[config.mk]
export PLATFORM = sky130hd
export DESIGN_NAME = serial_tx_fifo
export DESIGN_NICKNAME = d
export VERILOG_FILES = /design/src/rtl/serial_tx_fifo.sv
export SDC_FILE = /design/constraint.sdc
export NUM_CORES = 1
export LEC_CHECK = 0
export ABC_CLOCK_PERIOD_IN_PS = 2040
export BUFFER_PORTS_ARGS = -buffer_cell sky130_fd_sc_hd__clkbuf_2
export CAP_MARGIN = 10
export CORE_ASPECT_RATIO = 0.5
export CORE_MARGIN = 5
export CORE_UTILIZATION = 58
export DETAILED_ROUTE_END_ITERATION = 10
export PLACE_DENSITY = 0.88
export SLEW_MARGIN = 10
export SYNTH_ARGS = -nofsm -noshare
export SYNTH_HDL_FRONTEND = slang
export SYNTH_SLANG_ARGS = --single-unit
[constraint.sdc]
create_clock -name clk -period 2.04 [get_ports clk]
set_input_delay 0.408 -clock clk [delete_from_list [all_inputs] [get_ports clk]]
set_output_delay 0.408 -clock clk [all_outputs]
set_load 0.02 [all_outputs]
[src/rtl/serial_tx_fifo.sv]
// -----------------------------------------------------------------------------
// serial_tx_fifo
// Serial transmitter that pulls bytes from an upstream FIFO and sends each one
// as an LSB-first frame: a start bit (0), eight data bits, an optional even
// parity bit, and a stop bit (1). Every bit lasts CLKS_POR_BIT clock cycles.
//
// Parameters
//   CLKS_POR_BIT : clock cycles per serial bit (2..65535)
//   PARIDADE     : 0 = no parity bit, 1 = even parity bit after the data bits
//
// Ports
//   clk        in   system clock, rising edge
//   rst        in   synchronous active-high reset
//   fila_vazia in   upstream FIFO empty flag (1 = no byte available)
//   data_ent   in   upstream FIFO read data, valid the cycle after ler_data
//   ler_data   out  one-cycle FIFO pop strobe
//   tx_sai     out  serial line, idle high
//   ocupado    out  high whenever the transmitter is not idle
//   quadros    out  completed-frame counter, wraps 255 -> 0
// -----------------------------------------------------------------------------
module serial_tx_fifo #(
    parameter int unsigned CLKS_POR_BIT = 4,
    parameter int unsigned PARIDADE     = 0
) (
    input  logic       clk,
    input  logic       rst,
    input  logic       fila_vazia,
    input  logic [7:0] data_ent,
    output logic       ler_data,
    output logic       tx_sai,
    output logic       ocupado,
    output logic [7:0] quadros
);

    typedef enum logic [2:0] {
        OCIOSO  = 3'd0,
        LER     = 3'd1,
        CAPTURA = 3'd2,
        INICIO  = 3'd3,
        DADOS   = 3'd4,
        PAR     = 3'd5,
        PARADA  = 3'd6
    } estado_t;

    localparam logic [15:0] CYC_ULTIMO = 16'(CLKS_POR_BIT - 32'd1);

    // Even parity bit of a byte: 1 when the byte has an odd number of ones.
    function automatic logic paridade_par(input logic [7:0] b);
        return ^b;
    endfunction

    estado_t     estado_q, estado_d;
    logic [2:0]  bit_q, bit_d;
    logic [15:0] cyc_q, cyc_d;
    logic [7:0]  shift_q, shift_d;
    logic        par_q, par_d;
    logic        ler_q, ler_d;
    logic        tx_q, tx_d;
    logic        ocup_q, ocup_d;
    logic [7:0]  quadros_q, quadros_d;
    logic        fim_bit_s;

    // State, datapath and output registers with synchronous reset.
    always_ff @(posedge clk) begin
        if (rst) begin
            estado_q  <= OCIOSO;
            bit_q     <= 3'd0;
            cyc_q     <= 16'd0;
            shift_q   <= 8'd0;
            par_q     <= 1'b0;
            ler_q     <= 1'b0;
            tx_q      <= 1'b1;
            ocup_q    <= 1'b0;
            quadros_q <= 8'd0;
        end else begin
            estado_q  <= estado_d;
            bit_q     <= bit_d;
            cyc_q     <= cyc_d;
            shift_q   <= shift_d;
            par_q     <= par_d;
            ler_q     <= ler_d;
            tx_q      <= tx_d;
            ocup_q    <= ocup_d;
            quadros_q <= quadros_d;
        end
    end

    // Next-state and datapath logic; outputs are derived from the next state
    // so that the registered outputs line up with the state they describe.
    always_comb begin
        estado_d  = estado_q;
        bit_d     = bit_q;
        cyc_d     = cyc_q;
        shift_d   = shift_q;
        par_d     = par_q;
        quadros_d = quadros_q;
        fim_bit_s = (cyc_q == CYC_ULTIMO);

        case (estado_q)
            OCIOSO: begin
                if (!fila_vazia) begin
                    estado_d = LER;
                end else begin
                    estado_d = OCIOSO;
                end
            end
            LER: begin
                estado_d = CAPTURA;
            end
            CAPTURA: begin
                // Byte and its parity are frozen here; data_ent is ignored
                // for the rest of the frame.
                shift_d  = data_ent;
                par_d    = paridade_par(data_ent);
                cyc_d    = 16'd0;
                bit_d    = 3'd0;
                estado_d = INICIO;
            end
            INICIO: begin
                if (fim_bit_s) begin
                    cyc_d    = 16'd0;
                    estado_d = DADOS;
                end else begin
                    cyc_d = cyc_q + 16'd1;
                end
            end
            DADOS: begin
                if (fim_bit_s) begin
                    cyc_d   = 16'd0;
                    shift_d = shift_q >> 1;
                    if (bit_q == 3'd7) begin
                        bit_d    = 3'd0;
                        estado_d = (PARIDADE == 32'd1) ? PAR : PARADA;
                    end else begin
                        bit_d = bit_q + 3'd1;
                    end
                end else begin
                    cyc_d = cyc_q + 16'd1;
                end
            end
            PAR: begin
                if (fim_bit_s) begin
                    cyc_d    = 16'd0;
                    estado_d = PARADA;
                end else begin
                    cyc_d = cyc_q + 16'd1;
                end
            end
            PARADA: begin
                if (fim_bit_s) begin
                    cyc_d     = 16'd0;
                    estado_d  = OCIOSO;
                    quadros_d = quadros_q + 8'd1;
                end else begin
                    cyc_d = cyc_q + 16'd1;
                end
            end
            default: begin
                estado_d = OCIOSO;
            end
        endcase

        ler_d  = (estado_d == LER);
        ocup_d = (estado_d != OCIOSO);

        case (estado_d)
            INICIO:  tx_d = 1'b0;
            DADOS:   tx_d = shift_d[0];
            PAR:     tx_d = par_d;
            default: tx_d = 1'b1;
        endcase
    end

    assign ler_data = ler_q;
    assign tx_sai   = tx_q;
    assign ocupado  = ocup_q;
    assign quadros  = quadros_q;

endmodule
==> results_dict.tcl, run 1 <==
set metrics [dict create \
    status "finished clean" \
    worstPathRequired_ps 2270 \
    gp_congestion 0.871 \
    drc 0 \
    grt_max_degree 27 \
    wl_um 4920 \
    sw_frac_of_total_pct 27.8 \
    area_growth_syn_to_layout_pct 12.8 \
    setup_viol 0 \
    portBuffers 21 \
    finalPower_mw 1.61 \
    slew_violations 0 \
    r2r_end "cyc_q[14]" \
    p_comb_share_pct 13.5 \
    max_slew_margin_pct 60.9 \
    grtUsageTotal_pct 19.9 \
    final_cell_mix "dfxtp_1, nor2_1, nand2_1" \
    power_density_nw_per_um2 633 \
    r2r_slack_ps 120 \
    layout_commonest_cell "dfxtp_1" \
    drv_cap 0 \
    drive_gt1_share_pct 19.8 \
    wl_met1_um 2230 \
    clock_latency_ps 300 \
    drt_iter0_markers 79 \
    cts_buffer_depth 2 \
    power_frac_seq_pct 52.8 \
    hold_path_end "shift_q[7]" \
    rows 16 \
    arrival_ps 2150 \
    cts_max_level 2 \
    io_pins 22 \
    p_leak_nw 0.912 \
    p_sw_mw 0.449 \
    timing.final.crit_period_ps 1920 \
    dieWidth_um 98.3 \
    tightest_slew_ps 586 \
    start_util_pct 59.1 \
    hold_viol_final 0 \
    cp-startpoint "cyc_q[1]" \
    cts_tree "done" \
    cpMaxStageDelayCell "or4_1" \
    worstSetupEndpointType "flip-flop" \
    core_area_sq_um 3820 \
    placed_cells 343 \
    fillers 314 \
    design_area_sq_um 2550 \
    netlist.area_leader.share_pct 37.2 \
    synth.area.top_cells "dfxtp_1, a21oi_1, nor2_1, nand2_1, nor4_4" \
    cp_max_fo 14 \
    die_h_um 54.1 \
    hold_path_depth 3 \
    rsz0062_at_grt "false" \
    syn-num-nets 287 \
    syn_area_sq_um 2260 \
    syn_inst 272 \
    grt_pass1_wl_um 8530 \
    clock_skew_ps 11.7 \
    antenna_left 0 \
    internal_power_mw 1.16 \
    setup_tns_ps 0 \
    vdd_drop_max_mv 0.293 \
    dp_hpwl_um 3600 \
    seq_area_frac_synth_pct 37.2 \
    clkTransAtPathRegs_ps 90 \
    grt_pass1_vias 1989 \
    yosys.area.top_type "dfxtp_1" \
    cts_buffers 5 \
    reg2regPathDepth 6 \
    hp-class "input pin to flip-flop" \
    fmax_ghz 0.520 \
    dieArea_sq_um 5320 \
    num_vias 2052 \
    routedWlPerCell_um 14.0 \
    crit_type "flip-flop to flip-flop" \
    ys_seq_elements 42 \
    min-delay-start "data_ent[7]" \
    ys_warn_count 0 \
    reg2reg_from "cyc_q[1]" \
    clock_sinks 42 \
    post_drt_via_cell_ratio 5.83 \
    root_buffer "clkbuf_8" \
    overflow 0 \
    wl_met2_um 2390 \
    highest_layer "met4" \
    cp_cell_sequence "ha_2 -> nor4b_4 -> and4_4 -> or2_4 -> or4_1 -> a21oi_1" \
    synth_cell_types 45 \
    antenna_found_initial 0 \
    diodes 0 \
    max_stage_delay_ps 520 \
    start_kind "flip-flop" \
    wl_met3_um 213 \
    drt_pre_antenna_iters 4 \
    final_nets 312 \
    fin_cells 352 \
    placed_cell_area_sq_um 2440 \
    power_frac_clock_pct 33.7 \
    avgSynthCellArea_sq_um 8.31 \
    finalCritPeriodShare_pct 94.3 \
]
## per-stage QoR
step           hold WS, ps  utilization (%)  setup WS (ps)
6_report               345             66.7            116
5_1_grt                388             66.7           1.93
4_1_cts                338             66.3           18.0
3_5_place_dp           444             63.8          -92.4
3_3_place_gp           438             63.8          -26.6
2_1_floorplan          432                -            238
## repair_timing
action,4_1_cts,5_1_grt
hold buffers,0,0
pin swaps,0,0
gates cloned,0,0
buffers inserted,0,1
gates resized for setup,1,4
setup endpoints to repair,5,16
## critical path: cells and delay by family, from the launching register on
| family | cells | cell delay (ps) |
|---|---|---|
| AOI/OAI and AO/OA | 1 | 160 |
| adders and majority gates | 1 | 190 |
| and+or+nand+nor | 4 | 1160 |
| DFF | 1 | 350 |
## final cells by class
type                       instances  area, sq um  share of cell area (%)
sequential                        42          842                    33.0
clock inverter                     3         21.3                   0.835
inverter                           2         7.51                   0.295
multi-input combinational        214         1350                    53.1
clock buffer                       5         68.8                    2.70
tap                               54         67.6                    2.65
timing repair buffer              32          188                    7.36
## registers in the layout (all words and copies together) (netlist names), 3 cells and up
register and flops:
estado_q 3, cyc_q 16, shift_q 8, quadros 8
bit_q 3
## synthesized netlist by cell type (all sizes together)
cell type	n
xor2	8
buf	8
clkbuf	6
o21a	1
and3	1
ha	4
a31oi	3
dfxtp	42
a311oi	4
and2b	1
and4	2
or2	2
a22oi	9
nand3b	7
a21o	5
nor4b	2
o311a	1
a211oi	1
a211o	1
nor2b	2
o21ai	18
or3	2
a31o	1
nand3	11
nand2	32
or4	1
inv	2
nand2b	1
nor3	9
nand4	6
mux2i	2
nor4	4
a21oi	28
nor2	38
xnor2	7
## logic make-up after synthesis
group / count (synthesis) / share of synthesized area [%]
AOI/OAI and AO/OA: 72 / 19.4
xor gates and xnor gates: 15 / 5.81
adders and majority gates: 4 / 2.21
buffers and inverters: 16 / 3.27
DFF: 42 / 37.2
muxes: 2 / 0.886
and+or+nand+nor: 121 / 31.2
## how the worst max path moves through the flow
stage,to,slack (ps),cells after the start
3_5_place_dp,cyc_q[10],-90,6
4_1_cts,bit_q[0],20,7
2_1_floorplan,cyc_q[14],240,6
6_report,cyc_q[14],120,6
5_1_grt,quadros[7],2,7
3_3_place_gp,cyc_q[10],-30,6
## power groups by stage
stage,Clock (mW),Combinational (mW),Sequential (mW)
CTS,0.560,0.215,0.853
finish,0.543,0.218,0.853
global placement,0,0.205,0.871
global route,0.593,0.239,0.855
floorplan,0,0.149,0.877
detailed placement,0,0.214,0.872
## routing by layer
metal,GRT usage [%],up-vias
li1,-,1025
met1,22.8,976
met2,36.8,44
met3,4.40,7
met4,9.30,0
met5,0,-
Power figures use the tool's default switching activity.
==> run 2: changes to the inputs <==
--- a/config.mk
+++ b/config.mk
@@ -10,9 +10,9 @@
 export CAP_MARGIN = 10
 export CORE_ASPECT_RATIO = 0.5
 export CORE_MARGIN = 5
-export CORE_UTILIZATION = 58
+export CORE_UTILIZATION = 43
 export DETAILED_ROUTE_END_ITERATION = 10
-export PLACE_DENSITY = 0.88
+export PLACE_DENSITY = 0.71
 export SLEW_MARGIN = 10
 export SYNTH_ARGS = -nofsm -noshare
 export SYNTH_HDL_FRONTEND = slang
==> run 2 against run 1 <==
Compared with the run above: fmax increased by 0.88%; sequential power about the same; setup slack improved by 17 ps; total power increased by 7.1%; count of clock-buffer cells in the layout increased by 1; clock skew increased by 0.78 ps; combinational power about the same; via count decreased by 0.58%; routed wire length decreased by 0.45%; die area increased by 30%; register-to-register slack improved by 20 ps; sequential share of layout area decreased by 0.96 points; critical path type unchanged; critical endpoint unchanged.
==> results_dict.tcl, run 2 (synthesis gave the netlist of run 1 again) <==
set metrics [dict create \
    clock_latency_ps 300 \
    routedWlPerCell_um 13.2 \
    grt_pass1_vias 1901 \
    placed_cells 362 \
    worstPathRequired_ps 2260 \
    post_drt_via_cell_ratio 5.50 \
    fin_cells 371 \
    drt_pre_antenna_iters 4 \
    cp.depth 6 \
    clkTransAtPathRegs_ps 80 \
    dieArea_sq_um 6890 \
    dp_hpwl_um 3490 \
    grt_max_degree 26 \
    reg2reg_from "cyc_q[1]" \
    cp_top_family "simple AND/OR/NAND/NOR gates" \
    hold_viol_final 0 \
    layout_commonest_cell "dfxtp_1" \
    vdd_drop_max_mv 0.302 \
    r2r_end "cyc_q[14]" \
    clock_sinks 42 \
    core_area_sq_um 5000 \
    rows 18 \
    power_density_nw_per_um2 658 \
    largest_reg_flops 16 \
    cts_max_level 2 \
    slew_violations 0 \
    start_util_pct 45.2 \
    arrival_ps 2130 \
    start_kind "flip-flop" \
    dieWidth_um 113 \
    overflow 0 \
    max_slew_margin_pct 59.4 \
    drive_gt1_share_pct 19.9 \
    tightest_slew_ps 604 \
    crit_buf_inv 0 \
    io_pins 22 \
    hp-class "input pin to flip-flop" \
    ctsHoldBuffers 0 \
    final_cell_mix "dfxtp_1, nor2_1, nand2_1" \
    p_leak_nw 0.941 \
    timing.final.crit_period_ps 1910 \
    root_buffer "clkbuf_8" \
    cts_buffers 5 \
    drt_iter0_markers 105 \
    grt_pass1_wl_um 8460 \
    gp_congestion 0.852 \
    max_stage_delay_ps 520 \
    area_growth_syn_to_layout_pct 16.2 \
    cts_tree "done" \
    hold_path_end "shift_q[7]" \
    crit_type "flip-flop to flip-flop" \
    wl_um 4890 \
    fillers 477 \
    final_nets 315 \
    reg2regPathDepth 6 \
    antenna_found_initial 0 \
    design_area_sq_um 2630 \
    top_register "cyc_q" \
    cp_cell_sequence "ha_2 -> nor4b_4 -> and4_4 -> or2_4 -> or4_1 -> a21oi_1" \
    die_h_um 61.3 \
    placed_cell_area_sq_um 2480 \
    grtUsageTotal_pct 15.0 \
    antenna_left 0 \
    cpMaxStageDelayCell "or4_1" \
    fmax_ghz 0.524 \
    drc 0 \
    num_vias 2040 \
    setup_viol 0 \
    portBuffers 21 \
    r2r_slack_ps 130 \
    hold_path_depth 3 \
    setup_ws_ps 133 \
    cts_buffer_depth 2 \
    cp_max_fo 14 \
    finalCritPeriodShare_pct 93.5 \
    worstSetupEndpointType "flip-flop" \
    finalPower_mw 1.73 \
    clock_skew_ps 12.5 \
    min-delay-start "data_ent[7]" \
    diodes 0 \
    post-route-util_pct 52.5 \
    drv_cap 0 \
    status "finished clean" \
    pre_cts_slack_ps -145 \
]
run 2: tightest hold or removal path: stages:
cell      delay, ps
clkbuf_2         90
nand2_1          50
a21oi_1          50
run 2: final cells by class:
class                   count  area (sq um)  share of cell area (%)
multi-input cells         214          1360                    51.6
flip-flops and latches     42           842                    32.1
repair buffers             35           223                    8.48
well taps                  70          87.6                    3.34
clock buffers               6          72.6                    2.76
clock inverters             2          37.5                    1.43
inverters                   2          7.51                   0.286
run 2: how the worst max path moves through the flow:
stage	start	endpoint	slack, ps
after floorplan	cyc_q[0]	cyc_q[14]	240
after global placement	cyc_q[1]	cyc_q[9]	-50
after detailed placement	cyc_q[1]	cyc_q[10]	-150
after CTS	cyc_q[1]	bit_q[0]	20
after global routing	cyc_q[1]	quadros[7]	-5
final	cyc_q[1]	cyc_q[14]	130
run 2: repair_timing:
| action | CTS | global route |
|---|---|---|
| pin swaps | 0 | 0 |
| setup endpoints to repair | 4 | 17 |
| setup buffers | 0 | 1 |
| gates resized for setup | 1 | 3 |
| hold endpoints to repair | 0 | 0 |
run 2: metal layers:
metal / share of wire (%) / vias to the layer above / GRT usage (%)
met4: 0.82 / 0 / 4.45
met3: 4.8 / 4 / 4.61
met5: 0 / - / 0
met2: 46 / 37 / 25.9
met1: 48 / 966 / 18.7
li1: - / 1033 / -
run 2: metrics by stage:
step / hold slack (ps) / TNS, ps
after floorplan: 432 / 0
after global placement: 440 / -82.1
after detailed placement: 444 / -315
after CTS: 353 / 0
after global routing: 378 / -5.03
final: 353 / 0
run 2: report_power, final:
part	switching [mW]	internal, mW	total, mW
logic	0.136	0.0839	0.220
registers	0.0104	0.842	0.853
clock network	0.291	0.365	0.656
